==> src/rtl/cla_pkg.sv <==
// Shared constants and types for the two-level carry-lookahead adder.
package cla_pkg;

    localparam int CLA_WIDTH = 8;
    localparam int CLA_GROUP = 4;

    typedef logic [CLA_WIDTH-1:0] cla_word_t;

endpackage

==> src/rtl/cla_group4.sv <==
// 4-bit lookahead group: flat sum-of-products internal carries plus group generate/propagate.
module cla_group4 (
    input  logic [3:0] p,
    input  logic [3:0] g,
    input  logic       cin,
    output logic [2:0] c,
    output logic       grp_g,
    output logic       grp_p
);

    // c[0..2] are the carries into bits 1..3 of the group
    assign c[0] = g[0]
                | (p[0] & cin);
    assign c[1] = g[1]
                | (p[1] & g[0])
                | (p[1] & p[0] & cin);
    assign c[2] = g[2]
                | (p[2] & g[1])
                | (p[2] & p[1] & g[0])
                | (p[2] & p[1] & p[0] & cin);

    assign grp_g = g[3]
                 | (p[3] & g[2])
                 | (p[3] & p[2] & g[1])
                 | (p[3] & p[2] & p[1] & g[0]);
    assign grp_p = &p;

endmodule

==> src/rtl/carry_lookahead_adder.sv <==
// Registered WIDTH-bit adder: 4-bit lookahead groups, a group-level lookahead unit,
// XOR sum stage and a single output register stage.
module carry_lookahead_adder
    import cla_pkg::*;
#(
    parameter int WIDTH = CLA_WIDTH,
    parameter int GROUP = CLA_GROUP
) (
    input  logic             clk,
    input  logic             rst_n,
    input  logic [WIDTH-1:0] X,
    input  logic [WIDTH-1:0] Y,
    input  logic             C0,
    output logic [WIDTH-1:0] sum,
    output logic             carry_out
);

    localparam int NG = WIDTH / GROUP;

    logic [WIDTH-1:0]   bit_g;
    logic [WIDTH-1:0]   bit_p;
    logic [NG-1:0]      grp_g;
    logic [NG-1:0]      grp_p;
    logic [NG:0]        grp_c;
    logic [GROUP-2:0]   int_c [NG];
    logic [WIDTH-1:0]   carry_vec;
    logic [WIDTH-1:0]   sum_c;

    assign bit_g = X & Y;
    assign bit_p = X ^ Y;

    for (genvar k = 0; k < NG; k++) begin : g_grp
        cla_group4 u_grp (
            .p     (bit_p[GROUP*k +: GROUP]),
            .g     (bit_g[GROUP*k +: GROUP]),
            .cin   (grp_c[k]),
            .c     (int_c[k]),
            .grp_g (grp_g[k]),
            .grp_p (grp_p[k])
        );
    end

    // Group carry-in k is the OR over j of (generate at j) AND (propagate of every group above j
    // and below k); term j=0 uses C0 as the generate. Each carry sees only C0 and lower groups.
    always_comb begin
        logic term;
        grp_c    = '0;
        grp_c[0] = C0;
        for (int k = 1; k <= NG; k++) begin
            for (int j = 0; j <= k - 1 + 1; j++) begin
                if (j <= k) begin
                    term = (j == 0) ? C0 : grp_g[(j == 0) ? 0 : j-1];
                    for (int m = 0; m < NG; m++) begin
                        if (m >= j && m < k) term = term & grp_p[m];
                    end
                    if (j < k || (j == k && k > 0)) grp_c[k] = grp_c[k] | term;
                end
            end
        end
    end

    always_comb begin
        carry_vec = '0;
        for (int k = 0; k < NG; k++) begin
            carry_vec[GROUP*k]              = grp_c[k];
            carry_vec[GROUP*k+1 +: GROUP-1] = int_c[k];
        end
    end

    assign sum_c = bit_p ^ carry_vec;

    // Output register stage; reset wins over any operand activity
    always_ff @(posedge clk) begin
        if (!rst_n) begin
            sum       <= '0;
            carry_out <= 1'b0;
        end else begin
            sum       <= sum_c;
            carry_out <= grp_c[NG];
        end
    end

endmodule

==> config.mk <==
export PLATFORM = sky130hd
export DESIGN_NAME = carry_lookahead_adder
export DESIGN_NICKNAME = d
export VERILOG_FILES = /design/src/rtl/cla_pkg.sv /design/src/rtl/cla_group4.sv /design/src/rtl/carry_lookahead_adder.sv
export SDC_FILE = /design/constraint.sdc
export NUM_CORES = 1
export LEC_CHECK = 0
export CAP_MARGIN = 20
export CORE_MARGIN = 8
export CORE_UTILIZATION = 42
export CTS_BUF_LIST = sky130_fd_sc_hd__clkbuf_16
export CTS_CLUSTER_SIZE = 25
export DETAILED_ROUTE_END_ITERATION = 8
export GPL_TIMING_DRIVEN = 0
export PLACE_DENSITY = 0.81
export SYNTH_ARGS = -nofsm -noshare
export SYNTH_HDL_FRONTEND = slang
export SYNTH_SLANG_ARGS = --single-unit
==> constraint.sdc <==
create_clock -name clk -period 4.4 [get_ports clk]
set_input_delay 0.88 -clock clk [delete_from_list [all_inputs] [get_ports clk]]
set_output_delay 0.88 -clock clk [all_outputs]
set_load 0.005 [all_outputs]
* After elaboration in Yosys (flattened, before gate mapping) *
Index checks and enable logic that the tools add are counted.

storage, ports and cells
  bits in writable memories = 0
  output and inout bits = 9
  register bits after elaboration = 9
  memory bits (read-only) = 0
  memories kept = 0
  input port bits = 19
  latch bits = 0

operators by class
  reduce and logical (&&, ||, !) cells = 2
  multiplexer cells = 0
  divide/modulo/power cells = 0
  multipliers = 0
  bitwise operators = 55
  $lt $le $gt $ge = 0
  add/sub/neg operators = 0
  shift-type cells = 0
  eq/ne operators = 0

operators with widths
  cell               count
  $and A1 B1 Y1      31
  $or A1 B1 Y1       21
  $xor A8 B8 Y8      2
  $and A8 B8 Y8      1
  $reduce_and A4 Y1  2

* Longest topological paths before layout *
Gate-level depths: netlist of the first run.

  depth in word-level cells = 9
  mapped depth = 7
  mapped depth without buffers = 7

* Modules after synthesis *
A second synthesis of the first run with hierarchy kept.

unflattened totals
  cell total of the unflattened synthesis = 58
  area, all modules = 555.5 um2

by module, submodules not included
  module                 instances  cells an instance  seq. area each (um2)  area each (um2)
  carry_lookahead_adder  1          40                 180.2                 437.9
  cla_group4             2          9                  0.0                   58.8

* Least setup slack after synthesis of the first run *
OpenSTA, ideal clock, no wires.

  kind = input to register
  from = input port X[3]
  to = register sum[5]
  library setup time = 0.116 ns
  arrival time = 2.507 ns
  required time = 4.284 ns
  slack = 1.777 ns
  stages on the path = 7
  cells stage by stage = ha_1 > and3_1 > a221oi_2 > or2b_1 > fa_1 > xnor2_1 > nor2_1

on the way
  word-level cells in the longest chain between the ends = 9
  elaborated cells between the ends (all ways) = 16
  those cells by class = bitwise: 15; reduce/logical: 1

RTL lines
  item                                                  line                                                  text
  from (decl)                                           carry_lookahead_adder.sv:11                           input logic [WIDTH-1:0] X,
  $xor A8 B8 Y8                                         carry_lookahead_adder.sv:30                           assign bit_p = X ^ Y;
  $and A1 B1 Y1 (on tied branches)                      cla_group4.sv:23, cla_group4.sv:24, cla_group4.sv:25
  $or A1 B1 Y1, or another cell as far along            cla_group4.sv:23                                      | (p[3] & g[2])
  $or A1 B1 Y1 / $and A1 B1 Y1 (equally long branches)  cla_group4.sv:24, cla_group4.sv:25
  $or A1 B1 Y1                                          cla_group4.sv:25                                      | (p[3] & p[2] & p[1] & g[0]);
  $or A1 B1 Y1 *                                        carry_lookahead_adder.sv:56                           if (j < k || (j == k && k > 0)) grp_c[k] = grp_c[k] | term;
  $and A1 B1 Y1 *                                       cla_group4.sv:13                                      | (p[0] & cin);
  $or A1 B1 Y1 *                                        cla_group4.sv:13
  $xor A8 B8 Y8 *                                       carry_lookahead_adder.sv:70                           assign sum_c = bit_p ^ carry_vec;
  to (signal assigned)                                  carry_lookahead_adder.sv:78                           sum <= sum_c;
  to (decl)                                             carry_lookahead_adder.sv:14                           output logic [WIDTH-1:0] sum,

Every way passes the cells marked *; elsewhere a longest branch is shown, timed or not.
A chain may end at the register's enable or synchronous reset.

* Worst setup path in the final report of the first run *
Ends and elaborated chain as after synthesis.

==> out/metrics.cfg, run 1 <==
[worst_setup_path]
worstPathArrival_ns = 3.11
end_kind = flip-flop
worstPathMaxFanout = 5
cp-start-kind = input pin
startpoint = X[3]
crit_path_end = sum[5]$_SDFF_PN0_
worstSetupPathType = input pin to flip-flop
required_ns = 4.52

[timing]
hold_violations = 0
tightest_slew_ns = 0.382
slew_headroom_pct = 73.9
rsz0062_at_grt = no
fin_crit_sh_pct = 67.9
fmax_mhz = 335
period_needed_ns = 2.99
tns_ns = 0
whs_ns = 1.40
fin_ws_ns = 1.41
finalSetupViolCount = 0
report.final.slew_viol_count = 0

[die]
ios = 28
die_width_um = 53.9
dieArea_um2 = 2900
fp-row-count = 13
core_area_um2 = 1320
start_util_pct = 45.8
die_y_um = 53.9

[routing]
drt_wl_total_mm = 1.49
drt-pass1-iter-count = 2
vias = 568
drc = 0
wl_per_cell_um = 13.8
ant_nets = 0
viasPerCell = 5.26
first_iter_violations = 12

[clock_tree]
cts.sinks = 9
cts_buffer_depth = 2
post_cts_buffers = 0
h-tree-depth = 1
clkTransAtPathRegs_ns = 0.04
ctsHoldBuffers = 0
ctsResizeCount = 0
cts_tree = done
numCtsBuffers = 3
cts-root-buf = clkbuf_16

[run]
cap_violations = 0

[yosys]
syn_area_um2 = 603
synthCells = 62
syn_avg_cell_area_um2 = 9.73
ys_seq_area_share_pct = 29.9
ys_types = 30
yosysWarnings = 0
syn_nets = 91
synth-seq-cells = 9

[global_route]
met2_usage_pct = 18.1
met3_usage_pct = 3.31
antenna_found_initial = 0
grt_pass1_wl_mm = 2.62
grt_pass1_vias = 615
grt_overflow = 0
grt_use_met1_pct = 13.7
grt_usage_pct = 12.1
top_usage_layer = met2
grt_max_degree = 9

[placed_design]
place_hpwl_mm = 1.20
gp_congestion = 0.813
place_ws_ns = 1.19
portBuffers = 27

[power_and_ir_drop]
power_density_nw_per_um2 = 353
fin_total_pwr_w = 0.000343
ir_drop_mv = 0.168
p_leak_nw = 0.438

[cells_and_area]
mostFrequentLayoutCell = clkdlybuf4s50_1
fill_cells = 97
register_area_um2 = 180
multiInputGateArea_um2 = 408
final_nets = 123
antenna_cells = 0
area_delta_synth_final_pct = 61.0
final_layout_size_suffix_gt1_share_pct = 8.60
most-common-layout-cells = clkdlybuf4s50_1, dfxtp_1, ha_1

[outcome]
outcome = completed

[worst_hold_path]
hold_class = input pin to flip-flop

[power breakdown]
part | internal, W | switching, W | total, W
registers | 0.0000925 | 0.00000273 | 0.0000952
logic | 0.0000563 | 0.0000362 | 0.0000925
clock network | 0.000118 | 0.0000368 | 0.000155
total | 0.000267 | 0.0000758 | 0.000343
[critical path, stage by stage]
cell             delay (ns)
clkdlybuf4s50_1        0.40
ha_1                   0.35
and3_1                 0.20
a221oi_2               0.38
or2b_1                 0.28
fa_1                   0.38
xnor2_1                0.17
nor2_1                 0.05
[sequential cells by signal, summed over array words and instances, names as in the netlist]
| signal | count |
|---|---|
| carry_out | 1 |
| sum | 8 |
[layout make-up]
class	instances	share of cell area (%)
Inverter	4	1.55
Clock inverter	1	0.387
Clock buffer	3	7.73
Timing Repair Buffer	27	27.8
Multi-Input combinational cell	49	42.0
Tap cell	15	1.93
Sequential cell	9	18.6
[through the flow]
stage               instance area (µm²)  instances  utilization [%]
detailed placement                  892        104             67.7
global placement                    892        104             67.7
CTS                                 971        108             73.7
finish                              971        108             73.7
global route                        971        108             73.7
floorplan                           603         62                -
[Yosys cell counts, drive strengths merged]
master | count | area, µm²
ha | 8 | 100
and2 | 1 | 6.26
nand3b | 1 | 7.51
o31a | 1 | 10.0
o21a | 2 | 15.0
and2b | 1 | 7.51
a221oi | 1 | 15.0
dfxtp | 9 | 180
o21ai | 1 | 5.00
nand2 | 3 | 11.3
fa | 2 | 40.0
o2bb2ai | 1 | 8.76
inv | 4 | 15.0
xor2 | 1 | 8.76
xnor2 | 1 | 8.76
nor2 | 6 | 22.5
and3 | 3 | 21.3
nand2b | 1 | 6.26
mux2i | 2 | 20.0
or3 | 2 | 13.8
a211oi | 2 | 15.0
and3b | 1 | 8.76
or2b | 1 | 7.51
a2111oi | 1 | 8.76
o32ai | 1 | 8.76
nor3 | 3 | 15.0
a21o | 1 | 7.51
a211o | 1 | 8.76
[layer usage]
layer	part of all wire, %	vias up	wire length [µm]
met4	1.8	0	27
met1	46	256	681
met3	7.2	2	107
met2	45	18	677
li1	-	292	-
met5	0	-	0
[cells by family (layout without fill, tap and decap cells)]
kind of cell | count (synthesis) | count (layout) | synth area share, %
AOI/OAI and AO/OA | 12 | 12 | 17.0
adders and majority gates | 10 | 10 | 23.2
buffers and inverters | 4 | 35 | 2.49
xor gates and xnor gates | 2 | 2 | 2.91
and+or+nand+nor | 23 | 23 | 21.2
muxes | 2 | 2 | 3.32
DFF | 9 | 9 | 29.9
[worst min-delay path by stage]
| stage | cells after the start | from | slack [ns] | end |
|---|---|---|---|---|
| after floorplan | 1 | rst_n | 1.00 | sum[4]$_SDFF_PN0_ |
| after global placement | 1 | sum[4]$_SDFF_PN0_ | 1.59 | sum[4] |
| after detailed placement | 1 | sum[5]$_SDFF_PN0_ | 1.59 | sum[5] |
| after CTS | 3 | rst_n | 1.40 | sum[6]$_SDFF_PN0_ |
| after global routing | 3 | rst_n | 1.45 | sum[6]$_SDFF_PN0_ |
| final | 3 | rst_n | 1.40 | sum[6]$_SDFF_PN0_ |
No activity file was read; power rests on OpenSTA's default activity.
==> run 2, diff against run 1 <==
Settings changed: CORE_UTILIZATION 42 to 39, PLACE_DENSITY 0.81 to 0.76.
Clock period 4.4 ns to 2.95 ns, I/O delays scaled along.
==> run 2 against run 1 <==
  * Critical path type unchanged
  * Sequential power rose by 49%
  * Largest power group unchanged
  * Final cell count rose by 0.93%
  * Global-route usage fell by 2.0 points
==> out/metrics.cfg, run 2 (same netlist as run 1, synthesis figures left out) <==
[worst_setup_path]
cp_cell_sequence = clkdlybuf4s50_1 > ha_1 > and3_1 > a221oi_2 > or2b_1 > fa_1 > xnor2_1 > nor2_1  ; unchanged
end_kind = flip-flop  ; unchanged
required_ns = 3.07  ; was 4.52 ns
slowest_delay_ns = 0.40  ; about the same
cp-start-kind = input pin  ; unchanged
worstSetupPathType = input pin to flip-flop  ; unchanged
worstPathMaxFanout = 5  ; unchanged
worstPathArrival_ns = 2.81  ; was 3.11 ns
cp_slowest_cell = clkdlybuf4s50_1  ; unchanged

[timing]
fin_crit_sh_pct = 91.3
period_needed_ns = 2.69
rsz0062_at_grt = no  ; unchanged
slew_headroom_pct = 65.4  ; was 73.9%
fmax_mhz = 371
hold_violations = 0  ; unchanged
whs_ns = 1.12  ; was 1.40 ns
report.final.slew_viol_count = 0  ; unchanged
finalSetupViolCount = 0  ; unchanged
tightest_slew_ns = 0.505  ; was 0.382 ns
tns_ns = 0  ; unchanged

[placed_design]
place_hpwl_mm = 1.23  ; was 1.20 mm
portBuffers = 27  ; unchanged
gp_congestion = 0.837  ; was 0.813

[routing]
first_iter_violations = 12  ; unchanged
wl_per_cell_um = 14.4  ; was 13.8 µm
drt_wl_total_mm = 1.57  ; was 1.49 mm
viasPerCell = 5.21  ; was 5.26
drc = 0  ; unchanged
vias = 568  ; unchanged
ant_nets = 0  ; unchanged
drt-pass1-iter-count = 4  ; was 2

[global_route]
grt_overflow = 0  ; unchanged
grt_max_degree = 9  ; unchanged
grt_usage_pct = 10.1  ; was 12.1%
antenna_found_initial = 0  ; unchanged
grt_pass1_wl_mm = 2.55  ; was 2.62 mm
grt_pass1_vias = 594  ; was 615

[clock_tree]
ctsResizeCount = 0  ; unchanged
cts.sinks = 9  ; unchanged
cts_tree = done  ; unchanged
post_cts_buffers = 0  ; unchanged
numCtsBuffers = 3  ; unchanged
clkTransAtPathRegs_ns = 0.04  ; about the same
cts_buffer_depth = 2  ; unchanged
ctsHoldBuffers = 0  ; unchanged
h-tree-depth = 1  ; unchanged
cts-root-buf = clkbuf_16  ; unchanged

[cells_and_area]
reg.largest.list = sum: 8 flops, carry_out: 1 flops  ; unchanged
final_nets = 123  ; unchanged
mostFrequentLayoutCell = clkdlybuf4s50_1  ; unchanged
fill_cells = 137  ; was 97
largest-register = sum  ; unchanged
most-common-layout-cells = clkdlybuf4s50_1, dfxtp_1, ha_1  ; unchanged
final_layout_size_suffix_gt1_share_pct = 8.60  ; unchanged
largest_reg_flops = 8  ; unchanged
area_delta_synth_final_pct = 61.2  ; was 61.0%
antenna_cells = 0  ; unchanged

[power_and_ir_drop]
p_leak_nw = 0.438  ; unchanged
fin_total_pwr_w = 0.000512  ; was 0.000343 W
power_density_nw_per_um2 = 527  ; was 353 nW/µm²
ir_drop_mv = 0.197  ; was 0.168 mV

[die]
die_width_um = 55.3  ; was 53.9 µm
die_y_um = 55.3  ; was 53.9 µm
core_area_um2 = 1470  ; was 1320 µm²
ios = 28  ; unchanged
fp-row-count = 14  ; was 13
dieArea_um2 = 3060  ; was 2900 µm²
start_util_pct = 41.0  ; was 45.8%

[outcome]
outcome = completed  ; unchanged

[run]
cap_violations = 0  ; unchanged

[worst_hold_path]
hold_class = input pin to flip-flop  ; unchanged

run 2: cell counts in the layout (fill, tap and decap cells not counted):
No cell type changed its count.
run 2: final timing paths:
kind / start / end / slack (ns) / cells past startpoint
hold / removal: Y[0] / sum[0]$_SDFF_PN0_ / 1.12 / 4
setup / recovery: X[3] / sum[5]$_SDFF_PN0_ / 0.26 / 8
run 2: where the power goes:
| part | internal, W | switching [W] | leakage [nW] | total (W) |
|---|---|---|---|---|
| Sequential | 0.000138 | 0.00000439 | 0.0750 | 0.000142 |
| Combinational | 0.0000842 | 0.0000554 | 0.321 | 0.000140 |
| Clock | 0.000177 | 0.0000539 | 0.0423 | 0.000230 |
run 2: per-layer routing:
metal / up-vias / global-route usage, % / part of all wire, %
met4: 0 / 7.39 / 1.3
met2: 18 / 16.7 / 50
met3: 2 / 2.51 / 4.4
met5: - / 0 / 0
li1: 287 / - / -
met1: 261 / 10.8 / 44
run 2: critical path, delay by kind of cell:
kind | cells | cell delay, ns
compound gates | 1 | 0.36
xor+xnor | 1 | 0.16
simple gates | 3 | 0.54
fa+ha+maj | 2 | 0.75
buf+inv | 1 | 0.40
run 2: cell type report:
class / instances / area, µm² / share of cell area (%)
tap: 16 / 20.0 / 2.06
sequential: 9 / 180 / 18.5
inverter: 4 / 15.0 / 1.54
multi-input combinational: 49 / 408 / 42.0
clock buffer: 3 / 75.1 / 7.72
clock inverter: 1 / 3.75 / 0.386
timing repair buffer: 27 / 270 / 27.8
run 2: per-stage QoR:
| stage | setup slack (ns) | area, µm² | utilization, % | instances |
|---|---|---|---|---|
| floorplan | 0.617 | 603 | - | 62 |
| global placement | 0.0398 | 893 | 60.7 | 105 |
| detailed placement | 0.0282 | 893 | 60.7 | 105 |
| CTS | 0.255 | 972 | 66.1 | 109 |
| global route | 0.167 | 972 | 66.1 | 109 |
| finish | 0.258 | 972 | 66.1 | 109 |
